### config.mk
export PLATFORM = sky130hd
export DESIGN_NAME = input_layer_loader_flat
export DESIGN_NICKNAME = d
export VERILOG_FILES = /design/src/rtl/input_layer_loader_if.sv /design/src/rtl/input_layer_loader.sv /design/src/flat_wrapper.sv
export SDC_FILE = /design/constraint.sdc
export NUM_CORES = 1
export LEC_CHECK = 0
export BUFFER_PORTS_ARGS = -buffer_cell sky130_fd_sc_hd__buf_4
export CAP_MARGIN = 15
export CORE_MARGIN = 5
export CORE_UTILIZATION = 28
export DETAILED_ROUTE_END_ITERATION = 7
export PLACE_DENSITY = 0.56
export SLEW_MARGIN = 20
export SYNTH_ARGS = -nofsm -noshare
export SYNTH_HDL_FRONTEND = slang
export SYNTH_SLANG_ARGS = --single-unit
### constraint.sdc
create_clock -name clk -period 3.02 [get_ports clk]
set_clock_uncertainty 0.1 [all_clocks]
set_input_delay 0.151 -clock clk [delete_from_list [all_inputs] [get_ports clk]]
set_output_delay 0.151 -clock clk [all_outputs]
set_load 0.01 [all_outputs]
### src/rtl/input_layer_loader_if.sv
// Byte-stream and RAM-write bundle for input_layer_loader.
// master: UART side / sequencer that issues start and pixel bytes.
// slave:  the loader, which drives the RAM write port and status.
interface input_layer_loader_if #(
    parameter int ADDR_W = 10
);
    logic              start;
    logic [7:0]        byte_in;
    logic              byte_vld;
    logic              byte_rdy;
    logic              ram_we;
    logic [ADDR_W-1:0] ram_addr;
    logic              ram_data;
    logic              busy;
    logic              done;
    logic              cksum_err;

    modport master (
        output start, byte_in, byte_vld,
        input  byte_rdy, ram_we, ram_addr, ram_data, busy, done, cksum_err
    );

    modport slave (
        input  start, byte_in, byte_vld,
        output byte_rdy, ram_we, ram_addr, ram_data, busy, done, cksum_err
    );
endinterface

### src/rtl/input_layer_loader.sv
// input_layer_loader: fills the 1-bit input-layer RAM with one image frame.
// Each accepted byte is unpacked LSB-first into 8 consecutive single-bit
// writes; done pulses once NUM_PIXELS bits are stored.
// Optional feature macro: LOADER_CKSUM_EN -- accept a trailer byte after the
// frame and flag cksum_err when it differs from the mod-256 sum of the data.
module input_layer_loader #(
    parameter int NUM_PIXELS = 784,
    parameter int ADDR_W     = 10,
    parameter int BASE_ADDR  = 0
) (
    input  logic                clk,
    input  logic                rst_n,
    input_layer_loader_if.slave bus
);
    localparam int                CNT_W     = ADDR_W - 3;
    localparam logic [CNT_W-1:0]  LAST_BYTE = CNT_W'(NUM_PIXELS / 8 - 1);
    localparam logic [ADDR_W-1:0] BASE      = ADDR_W'(BASE_ADDR);

    localparam logic [2:0] S_IDLE   = 3'd0;
    localparam logic [2:0] S_LOAD   = 3'd1;
    localparam logic [2:0] S_UNPACK = 3'd2;
    localparam logic [2:0] S_FIN    = 3'd4;
`ifdef LOADER_CKSUM_EN
    localparam logic [2:0] S_CKSUM  = 3'd3;
`endif

    logic [2:0]        state;
    logic [CNT_W-1:0]  byte_cnt;
    logic [2:0]        bit_cnt;
    logic [6:0]        shreg;      // remaining bits 1..7 of the current byte
    logic              ram_we_q;
    logic [ADDR_W-1:0] ram_addr_q;
    logic              ram_data_q;
    logic              busy_q;
    logic              done_q;
    logic              byte_rdy;
`ifdef LOADER_CKSUM_EN
    logic [7:0]        sum;
    logic              cksum_err_q;
`endif

    // Ready is a pure function of state so the sender sees it without delay.
`ifdef LOADER_CKSUM_EN
    assign byte_rdy = (state == S_LOAD) || (state == S_CKSUM);
`else
    assign byte_rdy = (state == S_LOAD);
`endif

    assign bus.byte_rdy = byte_rdy;
    assign bus.ram_we   = ram_we_q;
    assign bus.ram_addr = ram_addr_q;
    assign bus.ram_data = ram_data_q;
    assign bus.busy     = busy_q;
    assign bus.done     = done_q;
`ifdef LOADER_CKSUM_EN
    assign bus.cksum_err = cksum_err_q;
`else
    assign bus.cksum_err = 1'b0;
`endif

    // Frame FSM: load a byte, then spend 8 cycles writing its bits.
    always_ff @(posedge clk) begin
        if (!rst_n) begin
            state      <= S_IDLE;
            byte_cnt   <= '0;
            bit_cnt    <= '0;
            shreg      <= '0;
            ram_we_q   <= 1'b0;
            ram_addr_q <= BASE;
            ram_data_q <= 1'b0;
            busy_q     <= 1'b0;
            done_q     <= 1'b0;
`ifdef LOADER_CKSUM_EN
            sum         <= '0;
            cksum_err_q <= 1'b0;
`endif
        end else begin
            done_q <= 1'b0;
            case (state)
                S_IDLE: begin
                    if (bus.start) begin
                        state    <= S_LOAD;
                        busy_q   <= 1'b1;
                        byte_cnt <= '0;
`ifdef LOADER_CKSUM_EN
                        sum         <= '0;
                        cksum_err_q <= 1'b0;
`endif
                    end
                end
                S_LOAD: begin
                    // Bit 0 goes out right away; bits 1..7 wait in shreg.
                    if (bus.byte_vld) begin
                        state      <= S_UNPACK;
                        shreg      <= bus.byte_in[7:1];
                        ram_we_q   <= 1'b1;
                        ram_data_q <= bus.byte_in[0];
                        ram_addr_q <= BASE + {byte_cnt, 3'b000};
                        bit_cnt    <= '0;
`ifdef LOADER_CKSUM_EN
                        sum        <= sum + bus.byte_in;
`endif
                    end
                end
                S_UNPACK: begin
                    if (bit_cnt == 3'd7) begin
                        ram_we_q <= 1'b0;
                        if (byte_cnt == LAST_BYTE) begin
`ifdef LOADER_CKSUM_EN
                            state  <= S_CKSUM;
`else
                            state  <= S_FIN;
                            done_q <= 1'b1;
                            busy_q <= 1'b0;
`endif
                        end else begin
                            byte_cnt <= byte_cnt + 1'b1;
                            state    <= S_LOAD;
                        end
                    end else begin
                        bit_cnt    <= bit_cnt + 3'd1;
                        ram_addr_q <= ram_addr_q + 1'b1;
                        ram_data_q <= shreg[0];
                        shreg      <= {1'b0, shreg[6:1]};
                    end
                end
`ifdef LOADER_CKSUM_EN
                S_CKSUM: begin
                    if (bus.byte_vld) begin
                        cksum_err_q <= (bus.byte_in != sum);
                        state       <= S_FIN;
                        done_q      <= 1'b1;
                        busy_q      <= 1'b0;
                    end
                end
`endif
                S_FIN:   state <= S_IDLE;
                default: state <= S_IDLE;
            endcase
        end
    end
endmodule

### src/flat_wrapper.sv
// flat-port wrapper written by rule: the top's interface ports become plain ports
module input_layer_loader_flat 
#(
    parameter int NUM_PIXELS = 784,
    parameter int ADDR_W     = 10,
    parameter int BASE_ADDR  = 0
)
  (clk, rst_n, bus_start, bus_byte_in, bus_byte_vld, bus_byte_rdy, bus_ram_we, bus_ram_addr, bus_ram_data, bus_busy, bus_done, bus_cksum_err);
  input_layer_loader_if #(.ADDR_W(ADDR_W)) bus_i ();
  input  logic clk;
  input  logic rst_n;
  input wire logic [$bits(bus_i.start)-1:0] bus_start;
  input wire logic [$bits(bus_i.byte_in)-1:0] bus_byte_in;
  input wire logic [$bits(bus_i.byte_vld)-1:0] bus_byte_vld;
  output wire logic [$bits(bus_i.byte_rdy)-1:0] bus_byte_rdy;
  output wire logic [$bits(bus_i.ram_we)-1:0] bus_ram_we;
  output wire logic [$bits(bus_i.ram_addr)-1:0] bus_ram_addr;
  output wire logic [$bits(bus_i.ram_data)-1:0] bus_ram_data;
  output wire logic [$bits(bus_i.busy)-1:0] bus_busy;
  output wire logic [$bits(bus_i.done)-1:0] bus_done;
  output wire logic [$bits(bus_i.cksum_err)-1:0] bus_cksum_err;
  assign bus_i.start = bus_start;
  assign bus_i.byte_in = bus_byte_in;
  assign bus_i.byte_vld = bus_byte_vld;
  assign bus_byte_rdy = bus_i.byte_rdy;
  assign bus_ram_we = bus_i.ram_we;
  assign bus_ram_addr = bus_i.ram_addr;
  assign bus_ram_data = bus_i.ram_data;
  assign bus_busy = bus_i.busy;
  assign bus_done = bus_i.done;
  assign bus_cksum_err = bus_i.cksum_err;
  input_layer_loader #(.NUM_PIXELS(NUM_PIXELS), .ADDR_W(ADDR_W), .BASE_ADDR(BASE_ADDR)) u_core (.clk(clk), .rst_n(rst_n), .bus(bus_i));
endmodule
Yosys cells after proc, flatten, opt, wreduce, memory -nomap -nowiden
Cells that the tools add are included.

Output and inout port bits: 16. Register bits: 34. Logic and storage cells: 60.

Mux-type cells: 29. Reductions and logical operators: 9. Add/subtract/negate cells: 3. Equality and inequality tests: 10.

Operators by type and width (count): 7-bit 2-to-1 mux (5); 7-bit case mux with 2 select lines (2); 10-bit 2-to-1 mux (2); 10-bit case mux with 2 select lines (1); 3-bit 2-to-1 mux (6); 3-bit AND reduction (4); 10-bit by 1-bit adder with 10-bit output, second input constant (1); 3-bit case mux with 3 select lines (1); 1-bit 2-to-1 mux (8); 2-bit != test, second input constant (4); 4-bit AND reduction (2); 7-bit by 1-bit adder with 7-bit output, second input constant (1); 7-bit == test, second input constant (1); 1-bit case mux with 2 select lines (3); 3-bit case mux with 2 select lines (1); 2-bit by 1-bit != test with 1-bit output, second input constant (2); 2-bit nonzero test (2); 3-bit by 1-bit adder with 3-bit output, second input constant (1); 3-bit by 1-bit == test with 1-bit output, second input constant (1); 3-bit by 2-bit == test with 1-bit output, second input constant (1); 3-bit == test, second input constant (1); 3-bit logical NOT (1).

Longest topological paths before layout
Gate-level depths: netlist of run 1.

Depth after elaboration: 4. Depth in mapped cells: 7. Depth with buffers taken out: 6.

Least setup slack after synthesis of run 1
OpenSTA, ideal clock, no wires.

Path type: register -> register. Start point: register u_core.bit_cnt[0]. End point: register u_core.ram_addr_q[3], in the netlist u_core.bus.ram_addr[3]. Data required time: 2.849 ns. Slack: 0.878 ns. Stages on the path, launching flop included: 8. Period minus slack after synthesis: 2.142 ns. Arrival time: 1.971 ns. Cell sequence: dfxtp_1 > ha_1 > ha_1 > or3b_2 > a21oi_1 > clkbuf_1 > o21ai_0 > a21oi_1.

Longest elaborated chain between the ends: 3.

Ends and longest elaborated chain: from (decl) (RTL line input_layer_loader.sv:29) `logic [2:0] bit_cnt;`; from (signal assigned) (RTL line input_layer_loader.sv:121) `bit_cnt <= bit_cnt + 3'd1;`; 3-bit == test (RTL line input_layer_loader.sv:106) `if (bit_cnt == 3'd7) begin`; 2-bit != test (no source line); 3-bit AND reduction (no source line); to (signal assigned) (RTL line input_layer_loader.sv:98) `ram_addr_q <= BASE + {byte_cnt, 3'b000};`; to (signal assigned) (RTL line input_layer_loader.sv:122) `ram_addr_q <= ram_addr_q + 1'b1;`; to (decl) (RTL line input_layer_loader.sv:32) `logic [ADDR_W-1:0] ram_addr_q;`.

Every way passes these cells. A chain may end at the register's enable or synchronous reset.

Final worst setup path of run 1
Start point: register u_core.bit_cnt[0]. End point: register u_core.shreg[2].

Longest elaborated chain between the ends: 3.

Ends and longest elaborated chain: 3-bit == test (RTL line input_layer_loader.sv:106); 2-bit != test (no source line); 3-bit AND reduction (no source line); to (signal assigned) (RTL line input_layer_loader.sv:95) `shreg <= bus.byte_in[7:1];`; to (signal assigned) (RTL line input_layer_loader.sv:124) `shreg <= {1'b0, shreg[6:1]};`; to (decl) (RTL line input_layer_loader.sv:30) `logic [6:0] shreg;`.

Every way passes these cells.

==> reports/metrics.csv, run 1 <==
stage,metric,value,unit
global_routing,Overflow after GRT,0,
pwr,total power,0.935,mW
route,Vias per Instance,5.13,
critical_path,FF-to-FF path depth,7,
critical_path,R2R setup slack,0.82,ns
logic_synthesis,Mapped Nets,224,
logic_synthesis,top_reg_cell synth,dfxtp_1,
timing,Tcrit/Tclk final,0.730,
logic_synthesis,Syn. warnings,0,
timing,Worst Slack Setup Final,0.815,ns
finish,Final Cell Area,2020,um^2
timing,Max Clk Rate,454,MHz
critical_path,most frequent CP cell,ha_1,
clock_tree,"Hold-fix buffers, CTS",0,
global_routing,number of global-route vias before repair,1374,
critical_path,RR Startpoint,u_core.bit_cnt[0]$_SDFFE_PN0P_,
worst_hold_path,HP Class,input port to flip-flop,
clock_tree,Post-CTS Setup Bufs,0,
status,status,"complete, no violations",
floorplanning,Core Region,5890,um^2
global_routing,Global Route met2 Usage,0.154,
floorplanning,Vert. Die Dim,87.7,um
global_routing,met3 Resource Use GR,0.0357,
route,drt drc,0,
finish,final core occ,0.344,
logic_synthesis,Simple-Gate Fraction of Synth Area,0.264,
clock_tree,depth of the CTS H-tree,2,
critical_path,buffer and inverter count on the worst path,1,
logic_synthesis,post-synthesis compound-gate area fraction,0.233,
global_routing,Total GRT Usage,0.113,
pwr,Static Leak,0.770,nW
clock_tree,Sink Count,34,
logic_synthesis,mean post-synth cell area,8.16,um^2
logic_synthesis,Post-Synth Adder-Cell Area,0.0370,
global_routing,largest net degree at the start of global routing,27,
placement,dpl ws,0.847,ns
logic_synthesis,"Cell Area, Synth",1690,um^2
critical_path,CP arrival,2.29,ns
route,post-route ant nets,0,
floorplanning,DIE WIDTH,87.7,um
worst_hold_path,hold path cells,3,
finish,fraction of layout cells with a size suffix above 1,0.180,
critical_path,critical path type,flip-flop to flip-flop,
global_routing,antenna violations before repair,0,
floorplanning,Die ar.,7690,um^2
timing,WHS,0.0318,ns
logic_synthesis,Post-Synth XOR/XNOR Area,0,
pwr,Max VDD drop,0.163,mV
clock_tree,Root Driver,clkbuf_8,
clock_tree,clock buffer depth,2,
route,Routed WL,4090,um
route,drt first pass iters,4,
logic_synthesis,sequential share of the synthesized area,0.403,
logic_synthesis,multiplexer share of the synthesized area,0.00593,
global_routing,met1 Use GR,0.158,
floorplanning,Initial Util,0.287,
timing,final max-slew violation count,0,
finish,ANT cells,0,
logic_synthesis,main combinational cell family by area after synthesis,simple AND/OR/NAND/NOR gates,
placement,DP Area,1930,um^2
critical_path,"slowest stage delay, CP",0.47,ns
finish,filler cell count in the final layout,630,
timing,setup_tns,0,ns
logic_synthesis,Seq cells post-synth,34,
clock_tree,cts bufs inserted,5,
timing,fin crit period,2.20,ns
clock_tree,Skew-Pair Late Insertion Delay,0.29,ns
floorplanning,I/O Pins,28,
critical_path,"Slowest-stage cell, CP",or3b_2,
worst_hold_path,Worst Hold Launch,bus_byte_in[6],
logic_synthesis,Synth cell types,44,
timing,Slew HR,0.537,
timing,RSZ-0062 raised after global routing,no,
clock_tree,post-cts sizing count,0,
pwr,PwrDens,462,nW/um^2
finish,# nets final,244,
critical_path,"Critical Path, Cell by Cell",ha_1 > ha_1 > or3b_2 > a21oi_1 > buf_4 > nor2_1 > a311oi_1,
placement,DP Cell Count,295,
global_routing,GRT busiest layer,met1,
route,routed via count,1553,
logic_synthesis,cell count after synthesis,207,
clock_tree,"Reg clk slew, reported paths",0.07,ns
finish,Post-Layout Cell Count,303,
critical_path,crit-path leading delay family,simple AND/OR/NAND/NOR gates,
clock_tree,CTS tree,built,
floorplanning,row cnt,28,
global_routing,first-pass GRT wire length,6760,um
critical_path,Critical Path RT,3.11,ns
placement,PortBufs,26,
worst_hold_path,Hold Path End,u_core.shreg[5]$_SDFFE_PN0P_,
route,drt first-iter violations,108,
finish,synthesis-to-finish area growth,19.7,%
placement,placed wire-length estimate,2750,um
timing,Setup Viol. Count Final,0,
timing,Final Hold Viols,0,
critical_path,largest fanout on the critical path,23,
timing,measured slew at the worst slew-check pin,0.694,ns
critical_path,Worst setup SP type,flip-flop,
route,routed len/inst,13.5,um
placement,global placer's final weighted congestion,0.804,
logic_synthesis,number of synthesized flops with an enable pin,0,
critical_path,Setup crit end kind,flip-flop,
critical_path,worst r2r dst,u_core.shreg[2]$_SDFFE_PN0P_,
run,Max Cap Viol,0,
logic_synthesis,asr flop ratio synth,0,
-- Yosys cell counts (3+ instances only) --
| cell | number | area [um^2] |
|---|---|---|
| dfxtp_1 | 34 | 681 |
| nand2_1 | 33 | 124 |
| a21oi_1 | 17 | 85.1 |
| nand3_1 | 13 | 65.1 |
| nor2_1 | 13 | 48.8 |
| clkbuf_1 | 12 | 45.0 |
| a311oi_1 | 7 | 61.3 |
| nor3_1 | 6 | 30.0 |
| o21ai_0 | 6 | 30.0 |
| ha_1 | 5 | 62.6 |
| inv_1 | 5 | 18.8 |
| a2111o_1 | 4 | 45.0 |
| and3_1 | 4 | 25.0 |
| nand4_1 | 4 | 25.0 |
| and2_1 | 3 | 18.8 |
| o2111ai_1 | 3 | 26.3 |
| o21a_1 | 3 | 22.5 |
| o31a_1 | 3 | 26.3 |
-- area by class of cell --
class | count | area, um^2 | area share
inverter | 5 | 18.8 | 0.00928
clock buffer | 6 | 82.6 | 0.0408
clock inverter | 2 | 12.5 | 0.00619
multi-input combinational | 152 | 916 | 0.453
sequential | 34 | 681 | 0.337
tap | 75 | 93.8 | 0.0464
timing repair buffer | 29 | 218 | 0.108
-- metal layers --
metal  routed length [um]  vias to the layer above
met5                    0                        -
met2                 1680                       34
met3                  219                        9
met1                 2090                      714
met4                  104                        0
li1                     -                      796
-- state kept, by name (all words and copies together) (netlist names) --
| signal | flops |
|---|---|
| u_core.bus.ram_addr | 10 |
| u_core.byte_cnt | 7 |
| u_core.shreg | 7 |
| u_core.bit_cnt | 3 |
| u_core.state | 3 |
| u_core.bus.busy | 1 |
| u_core.bus.done | 1 |
| u_core.bus.ram_data | 1 |
| u_core.bus.ram_we | 1 |
-- logic make-up (layout without fill, tap and decap cells) --
kind of cell / count (synthesis) / after routing
AND/OR/NAND/NOR: 89 / 89
AO/OA/AOI/OAI: 56 / 56
flip-flops: 34 / 34
buffers and inverters: 21 / 42
adder cells (fa/ha/maj): 5 / 5
other: 1 / 1
multiplexers: 1 / 1
-- placed cells by master (no fill, tap or decap), drive strengths merged, types with 6 or more instances in the layout --
cell    count
nand2      33
buf        29
nand3      13
a311oi      7
a21oi      17
o21ai       6
clkbuf      6
dfxtp      34
nor2       13
nor3        6
-- report_power, final --
part,internal (mW),switching [mW]
Clock,0.183,0.169
Sequential,0.465,0.0118
Combinational,0.0434,0.0621
Total,0.692,0.243
-- worst max path at each step --
| stage | startpoint | to | slack [ns] | depth (start not counted) |
|---|---|---|---|---|
| after CTS | u_core.bit_cnt[0]$_SDFFE_PN0P_ | u_core.shreg[2]$_SDFFE_PN0P_ | 0.81 | 7 |
| after global placement | u_core.bit_cnt[0]$_SDFFE_PN0P_ | u_core.bus.ram_addr[7]$_SDFFE_PN0P_ | 0.88 | 6 |
| after floorplan | u_core.bit_cnt[0]$_SDFFE_PN0P_ | u_core.bus.ram_addr[3]$_SDFFE_PN0P_ | 0.88 | 7 |
| after global routing | u_core.bit_cnt[0]$_SDFFE_PN0P_ | u_core.bus.ram_addr[8]$_SDFFE_PN0P_ | 0.65 | 7 |
| final | u_core.bit_cnt[0]$_SDFFE_PN0P_ | u_core.shreg[2]$_SDFFE_PN0P_ | 0.82 | 7 |
| after detailed placement | u_core.bit_cnt[0]$_SDFFE_PN0P_ | u_core.bus.ram_addr[7]$_SDFFE_PN0P_ | 0.85 | 6 |
-- tightest hold or removal path: stages --
cell      delay, ns
buf_4          0.11
nand2_1        0.04
a311oi_1       0.07
Power figures use the tool's default switching activity.
==> run 2: changes to the inputs <==
--- a/config.mk
+++ b/config.mk
@@ -10,7 +10,7 @@
 export CORE_MARGIN = 5
 export CORE_UTILIZATION = 28
 export DETAILED_ROUTE_END_ITERATION = 7
-export PLACE_DENSITY = 0.56
+export PLACE_DENSITY = 0.58
 export SLEW_MARGIN = 20
 export SYNTH_ARGS = -nofsm -noshare
 export SYNTH_HDL_FRONTEND = slang
==> constraint.sdc (replaced) <==
create_clock -name clk -period 1.95 [get_ports clk]
set_clock_uncertainty 0.1 [all_clocks]
set_input_delay 0.0975 -clock clk [delete_from_list [all_inputs] [get_ports clk]]
set_output_delay 0.0975 -clock clk [all_outputs]
set_load 0.01 [all_outputs]
==> run 2 against run 1 <==
Net effect: utilization up 5.2 points; first-iteration DRC count down 35%; sequential power up 55%; worst hold slack better by 0.0095 ns; global-route usage up 0.52 points; critical path depth unchanged; routed wire length up 7.6%.
==> reports/metrics.csv, run 2 (synthesized netlist as in run 1, its figures left out) <==
stage,metric,value,unit,change
route,drt drc,0,,unchanged
finish,"most common cell after layout, fill and taps aside",buf_4,,was dfxtp_1
critical_path,Critical Path RT,2.07,ns,was 3.11 ns
pwr,Static Leak,0.912,nW,was 0.770 nW
critical_path,Setup crit end kind,flip-flop,,unchanged
route,Routed WL,4400,um,was 4090 um
route,post-route ant nets,0,,unchanged
timing,measured slew at the worst slew-check pin,0.503,ns,was 0.694 ns
run,Max Cap Viol,0,,unchanged
floorplanning,Initial Util,0.287,,unchanged
critical_path,"slowest stage delay, CP",0.39,ns,was 0.47 ns
clock_tree,Skew-Pair Late Insertion Delay,0.29,ns,about the same
timing,Setup Viol. Count Final,0,,unchanged
global_routing,largest net degree at the start of global routing,27,,unchanged
finish,Largest register FFs,10,,unchanged
route,drt first-iter violations,70,,was 108
clock_tree,Root Driver,clkbuf_8,,unchanged
critical_path,crit-path leading delay family,simple AND/OR/NAND/NOR gates,,unchanged
worst_hold_path,HP Class,input port to flip-flop,,unchanged
timing,Tcrit/Tclk final,0.978,,was 0.730
timing,setup_tns,0,ns,unchanged
clock_tree,depth of the CTS H-tree,2,,unchanged
timing,WHS,0.0413,ns,was 0.0318 ns
finish,FF+latch area,683,um^2,was 681 um^2
clock_tree,clock buffer depth,2,,unchanged
global_routing,number of global-route vias before repair,1481,,was 1374
clock_tree,cts bufs inserted,5,,unchanged
critical_path,critical path type,flip-flop to flip-flop,,unchanged
critical_path,"Critical Path, Cell by Cell",ha_2 > ha_2 > or3b_4 > a21oi_4 > bufbuf_16 > nand3_1 > a21oi_1,,was ha_1 > ha_1 > or3b_2 > a21oi_1 > buf_4 > nor2_1 > a311oi_1
global_routing,first-pass GRT wire length,7070,um,was 6760 um
finish,filler cell count in the final layout,628,,was 630
finish,area of the multi-input gates,963,um^2,was 916 um^2
finish,ANT cells,0,,unchanged
timing,Max Clk Rate,524,MHz,was 454 MHz
finish,most frequent cells in the layout,"42 x buf_4, 32 x nand2_1, 32 x dfxtp_1, 15 x a21oi_1",,"was 34 x dfxtp_1, 33 x nand2_1, 29 x buf_4, 17 x a21oi_1"
timing,fin crit period,1.91,ns,was 2.20 ns
critical_path,most frequent CP cell,ha_2,,was ha_1
status,status,"complete, no violations",,unchanged
floorplanning,Die ar.,7690,um^2,unchanged
finish,fraction of layout cells with a size suffix above 1,0.265,,was 0.180
timing,RSZ-0062 raised after global routing,yes,,was no
critical_path,CP arrival,2.03,ns,was 2.29 ns
route,routed via count,1701,,was 1553
timing,Slew HR,0.664,,was 0.537
floorplanning,Vert. Die Dim,87.7,um,unchanged
clock_tree,"Reg clk slew, reported paths",0.07,ns,about the same
placement,placed wire-length estimate,2890,um,was 2750 um
timing,final max-slew violation count,0,,unchanged
finish,# nets final,269,,was 244
pwr,total power,1.60,mW,was 0.935 mW
route,drt first pass iters,4,,unchanged
route,Vias per Instance,5.19,,was 5.13
clock_tree,Sink Count,34,,unchanged
finish,Post-Layout Cell Count,328,,was 303
floorplanning,DIE WIDTH,87.7,um,unchanged
global_routing,Total GRT Usage,0.118,,was 0.113
clock_tree,CTS tree,built,,unchanged
placement,global placer's final weighted congestion,0.788,,was 0.804
critical_path,"Slowest-stage cell, CP",or3b_4,,was or3b_2
timing,Final Hold Viols,0,,unchanged
critical_path,largest fanout on the critical path,11,,was 23
placement,PortBufs,26,,unchanged
global_routing,Overflow after GRT,0,,unchanged
global_routing,antenna violations before repair,0,,unchanged
floorplanning,Core Region,5890,um^2,unchanged
floorplanning,I/O Pins,28,,unchanged
critical_path,buffer and inverter count on the worst path,1,,unchanged
pwr,Max VDD drop,0.240,mV,was 0.163 mV
finish,final core occ,0.395,,was 0.344
placement,DP Cell Count,308,,was 295
finish,synthesis-to-finish area growth,37.7,%,was 19.7%
critical_path,Worst setup SP type,flip-flop,,unchanged
pwr,PwrDens,686,nW/um^2,was 462 nW/um^2
route,routed len/inst,13.4,um,was 13.5 um
floorplanning,row cnt,28,,unchanged
[run 2: worst paths after layout]
| kind | cells after the start | slack (ns) | end | from |
|---|---|---|---|---|
| max | 7 | 0.04 | u_core.bit_cnt[1]$_SDFFE_PN0P_ | u_core.bit_cnt[0]$_SDFFE_PN0P_ |
| min | 2 | 0.04 | u_core.byte_cnt[1]$_SDFFE_PN0P_ | rst_n |
| max reg2reg | 7 | 0.04 | u_core.bit_cnt[1]$_SDFFE_PN0P_ | u_core.bit_cnt[0]$_SDFFE_PN0P_ |
| min reg2reg | 2 | 0.36 | u_core.bit_cnt[1]$_SDFFE_PN0P_ | u_core.bit_cnt[1]$_SDFFE_PN0P_ |
[run 2: cell type report]
cell class | count | area share
multi-input cells | 153 | 0.414
inverters | 5 | 0.00807
well taps | 75 | 0.0403
clock inverters | 3 | 0.0172
clock buffers | 5 | 0.0296
flip-flops and latches | 34 | 0.294
repair buffers | 53 | 0.197
[run 2: timing repair]
| action | in CTS | in global routing |
|---|---|---|
| endpoints found under the hold margin | 8 | 1 |
| pin swaps | 2 | 6 |
| hold buffers | 8 | 1 |
| setup buffers | 0 | 1 |
| gates cloned | 1 | 1 |
| resized for setup | 6 | 6 |
| endpoints found under the setup margin | 22 | 20 |
[run 2: metal layers]
| metal | vias to the layer above | routed length [um] | GRT usage |
|---|---|---|---|
| met1 | 807 | 2160 | 0.161 |
| li1 | 852 | - | - |
| met2 | 35 | 1970 | 0.175 |
| met5 | - | 0 | 0 |
| met3 | 7 | 179 | 0.0273 |
| met4 | 0 | 87 | 0.0586 |
[run 2: power breakdown]
group	switching, mW	internal, mW
Clock	0.265	0.376
Sequential	0.0168	0.720
Combinational	0.109	0.108
Total	0.391	1.20
[run 2: through the flow]
stage	worst slack, ns	cell area, um^2
3_3_place_gp	-0.0794	2040
3_5_place_dp	-0.125	2040
6_report	0.0422	2330
4_1_cts	-0.0366	2280
2_1_floorplan	-0.0182	1710
5_1_grt	-0.0394	2330
==> run 3: changes to the inputs <==
--- a/config.mk
+++ b/config.mk
@@ -10,8 +10,10 @@
 export CORE_MARGIN = 5
 export CORE_UTILIZATION = 28
 export DETAILED_ROUTE_END_ITERATION = 7
+export GPL_TIMING_DRIVEN = 0
 export PLACE_DENSITY = 0.58
 export SLEW_MARGIN = 20
 export SYNTH_ARGS = -nofsm -noshare
 export SYNTH_HDL_FRONTEND = slang
 export SYNTH_SLANG_ARGS = --single-unit
+export TNS_END_PERCENT = 30
==> constraint.sdc (replaced) <==
create_clock -name clk -period 1.95 [get_ports clk]
set_clock_uncertainty 0.1 [all_clocks]
set_input_delay 0.195 -clock clk [delete_from_list [all_inputs] [get_ports clk]]
set_output_delay 0.195 -clock clk [all_outputs]
set_load 0.01 [all_outputs]
==> run 3 against run 2 <==
Net effect: routed wire length increased by 11%; die area unchanged; register-to-register slack about the same; via count increased by 0.53%; largest cell class unchanged; worst setup slack got worse by 0.011 ns; fmax decreased by 0.58%; non-clock buffer count increased by 2; first-iteration DRC count increased by 40%; clock power decreased by 15%; sequential cell count unchanged; global-route usage increased by 1.3 points.
==> reports/metrics.csv, run 3 (synthesized netlist as in run 1, its figures left out) <==
stage,metric,value,unit,change
clock_tree,"Hold-fix buffers, CTS",0,,was 8
critical_path,Setup crit end kind,flip-flop,,unchanged
finish,ANT cells,0,,unchanged
finish,Final Cell Area,2320,um^2,was 2330 um^2
floorplanning,Die ar.,7690,um^2,unchanged
worst_hold_path,Worst Hold Launch,bus_byte_in[7],,was rst_n
timing,fin crit period,1.92,ns,was 1.91 ns
floorplanning,Vert. Die Dim,87.7,um,unchanged
critical_path,FF-to-FF path depth,7,,unchanged
worst_hold_path,HP Class,input port to flip-flop,,unchanged
floorplanning,DIE WIDTH,87.7,um,unchanged
clock_tree,cts bufs inserted,5,,unchanged
finish,"most common cell after layout, fill and taps aside",buf_4,,unchanged
timing,setup_tns,0,ns,unchanged
placement,global placer's final weighted congestion,0.800,,was 0.788
clock_tree,Skew-Pair Late Insertion Delay,0.29,ns,about the same
route,post-route ant nets,0,,unchanged
clock_tree,"Reg clk slew, reported paths",0.07,ns,about the same
timing,Tcrit/Tclk final,0.984,,was 0.978
finish,fraction of layout cells with a size suffix above 1,0.291,,was 0.265
clock_tree,Root Driver,clkbuf_8,,unchanged
floorplanning,Initial Util,0.287,,unchanged
critical_path,Worst setup SP type,flip-flop,,unchanged
status,status,"complete, no violations",,unchanged
placement,DP Cell Count,308,,unchanged
route,routed via count,1710,,was 1701
timing,Final Hold Viols,0,,unchanged
finish,Largest register FFs,10,,unchanged
timing,Slew HR,0.647,,was 0.664
timing,final max-slew violation count,0,,unchanged
route,drt drc,0,,unchanged
pwr,Max VDD drop,0.221,mV,was 0.240 mV
route,Vias per Instance,5.20,,was 5.19
critical_path,RR Startpoint,u_core.bit_cnt[1]$_SDFFE_PN0P_,,was u_core.bit_cnt[0]$_SDFFE_PN0P_
route,Routed WL,4890,um,was 4400 um
critical_path,Critical Path RT,2.01,ns,was 2.07 ns
finish,FF+latch area,694,um^2,was 683 um^2
finish,area of the multi-input gates,993,um^2,was 963 um^2
clock_tree,depth of the CTS H-tree,2,,unchanged
route,drt first-iter violations,98,,was 70
finish,# nets final,270,,was 269
finish,most frequent cells in the layout,"39 x buf_4, 33 x nand2_1, 29 x dfxtp_1, 16 x a21oi_1, 13 x nand3_1",,"was 42 x buf_4, 32 x nand2_1, 32 x dfxtp_1, 15 x a21oi_1"
critical_path,CP arrival,1.98,ns,was 2.03 ns
run,Max Cap Viol,0,,unchanged
finish,synthesis-to-finish area growth,37.3,%,was 37.7%
route,drt first pass iters,4,,unchanged
timing,WHS,0.0697,ns,was 0.0413 ns
worst_hold_path,hold path cells,3,,was 2
global_routing,Total GRT Usage,0.131,,was 0.118
critical_path,critical path type,flip-flop to flip-flop,,unchanged
critical_path,worst r2r dst,u_core.bit_cnt[0]$_SDFFE_PN0P_,,was u_core.bit_cnt[1]$_SDFFE_PN0P_
timing,RSZ-0062 raised after global routing,yes,,unchanged
timing,measured slew at the worst slew-check pin,0.530,ns,was 0.503 ns
timing,Max Clk Rate,521,MHz,was 524 MHz
pwr,Static Leak,0.896,nW,was 0.912 nW
pwr,PwrDens,649,nW/um^2,was 686 nW/um^2
global_routing,antenna violations before repair,0,,unchanged
finish,Post-Layout Cell Count,329,,was 328
placement,placed wire-length estimate,3150,um,was 2890 um
placement,DP Area,2000,um^2,was 2040 um^2
global_routing,number of global-route vias before repair,1635,,was 1481
timing,Setup Viol. Count Final,0,,unchanged
clock_tree,Sink Count,34,,unchanged
floorplanning,Core Region,5890,um^2,unchanged
critical_path,largest fanout on the critical path,10,,was 11
finish,filler cell count in the final layout,627,,was 628
floorplanning,row cnt,28,,unchanged
clock_tree,CTS tree,built,,unchanged
clock_tree,clock buffer depth,2,,unchanged
critical_path,R2R setup slack,0.03,ns,was 0.04 ns
placement,PortBufs,26,,unchanged
timing,Worst Slack Setup Final,0.0311,ns,was 0.0422 ns
global_routing,Overflow after GRT,0,,unchanged
global_routing,largest net degree at the start of global routing,11,,was 27
pwr,total power,1.50,mW,was 1.60 mW
finish,final core occ,0.394,,was 0.395
route,routed len/inst,14.9,um,was 13.4 um
floorplanning,I/O Pins,28,,unchanged
worst_hold_path,Hold Path End,u_core.shreg[6]$_SDFFE_PN0P_,,was u_core.byte_cnt[1]$_SDFFE_PN0P_
global_routing,first-pass GRT wire length,7780,um,was 7070 um
placement,dpl ws,-0.270,ns,was -0.125 ns
==> run 3: cell types whose count changed in the layout (fill, tap and decap cells not counted), moves of 2 or more <==
cell / delta
a211oi_2: -2
dfxtp_4: +3
dfxtp_1: -3
clkbuf_1: +7
buf_6: +4
a211oi_1: +2
dlygate4sd3_1: -9
clkbuf_4: +2
ha_4: +2
ha_2: -2
clkbuf_8: +3
buf_4: -3
==> run 3: critical path, stage by stage, from the launching register on <==
cell	delay, ns
dfxtp_2	0.34
ha_4	0.16
ha_4	0.16
or3b_4	0.40
a21o_4	0.24
clkbuf_8	0.17
a21oi_1	0.17
nor2_1	0.06
==> run 3: power breakdown <==
part           internal [mW]  total, mW  switching, mW  leakage, nW
Clock                  0.285      0.543          0.258       0.0482
Sequential             0.719      0.736         0.0172        0.279
Combinational          0.105      0.226          0.122        0.569
Total                   1.11       1.50          0.397        0.896
==> run 3: worst max path at each step <==
stage                                               from                                  end  slack [ns]
after detailed placement  u_core.bit_cnt[0]$_SDFFE_PN0P_  u_core.bus.ram_addr[3]$_SDFFE_PN0P_       -0.27
after global routing      u_core.bit_cnt[0]$_SDFFE_PN0P_      u_core.byte_cnt[3]$_SDFFE_PN0P_       -0.03
final                     u_core.bit_cnt[1]$_SDFFE_PN0P_       u_core.bit_cnt[0]$_SDFFE_PN0P_        0.03
after floorplan           u_core.bit_cnt[0]$_SDFFE_PN0P_  u_core.bus.ram_addr[2]$_SDFFE_PN0P_       -0.02
after global placement    u_core.bit_cnt[0]$_SDFFE_PN0P_  u_core.bus.ram_addr[1]$_SDFFE_PN0P_       -0.28
after CTS                   u_core.state[1]$_SDFFE_PN0P_      u_core.byte_cnt[2]$_SDFFE_PN0P_       -0.02
==> run 3: final cells by class <==
class,count,area share
Inverter,5,0.00809
Buffer,13,0.0399
Clock inverter,1,0.00216
Sequential cell,34,0.299
Clock buffer,7,0.0372
Multi-Input combinational cell,152,0.428
Tap cell,75,0.0405
Timing Repair Buffer,42,0.145
==> run 3: per-layer routing <==
metal,global-route usage,part of all wire,vias up
li1,-,-,850
met1,0.167,0.47,803
met2,0.210,0.46,46
met3,0.0339,0.050,11
met4,0.0572,0.022,0
met5,0,0,-
==> run 3: what timing repair did <==
action	CTS	global route
endpoints found under the setup margin	26	27
gates cloned	2	0
gates resized for setup	25	7
buffers inserted	7	7
pin swaps	16	12
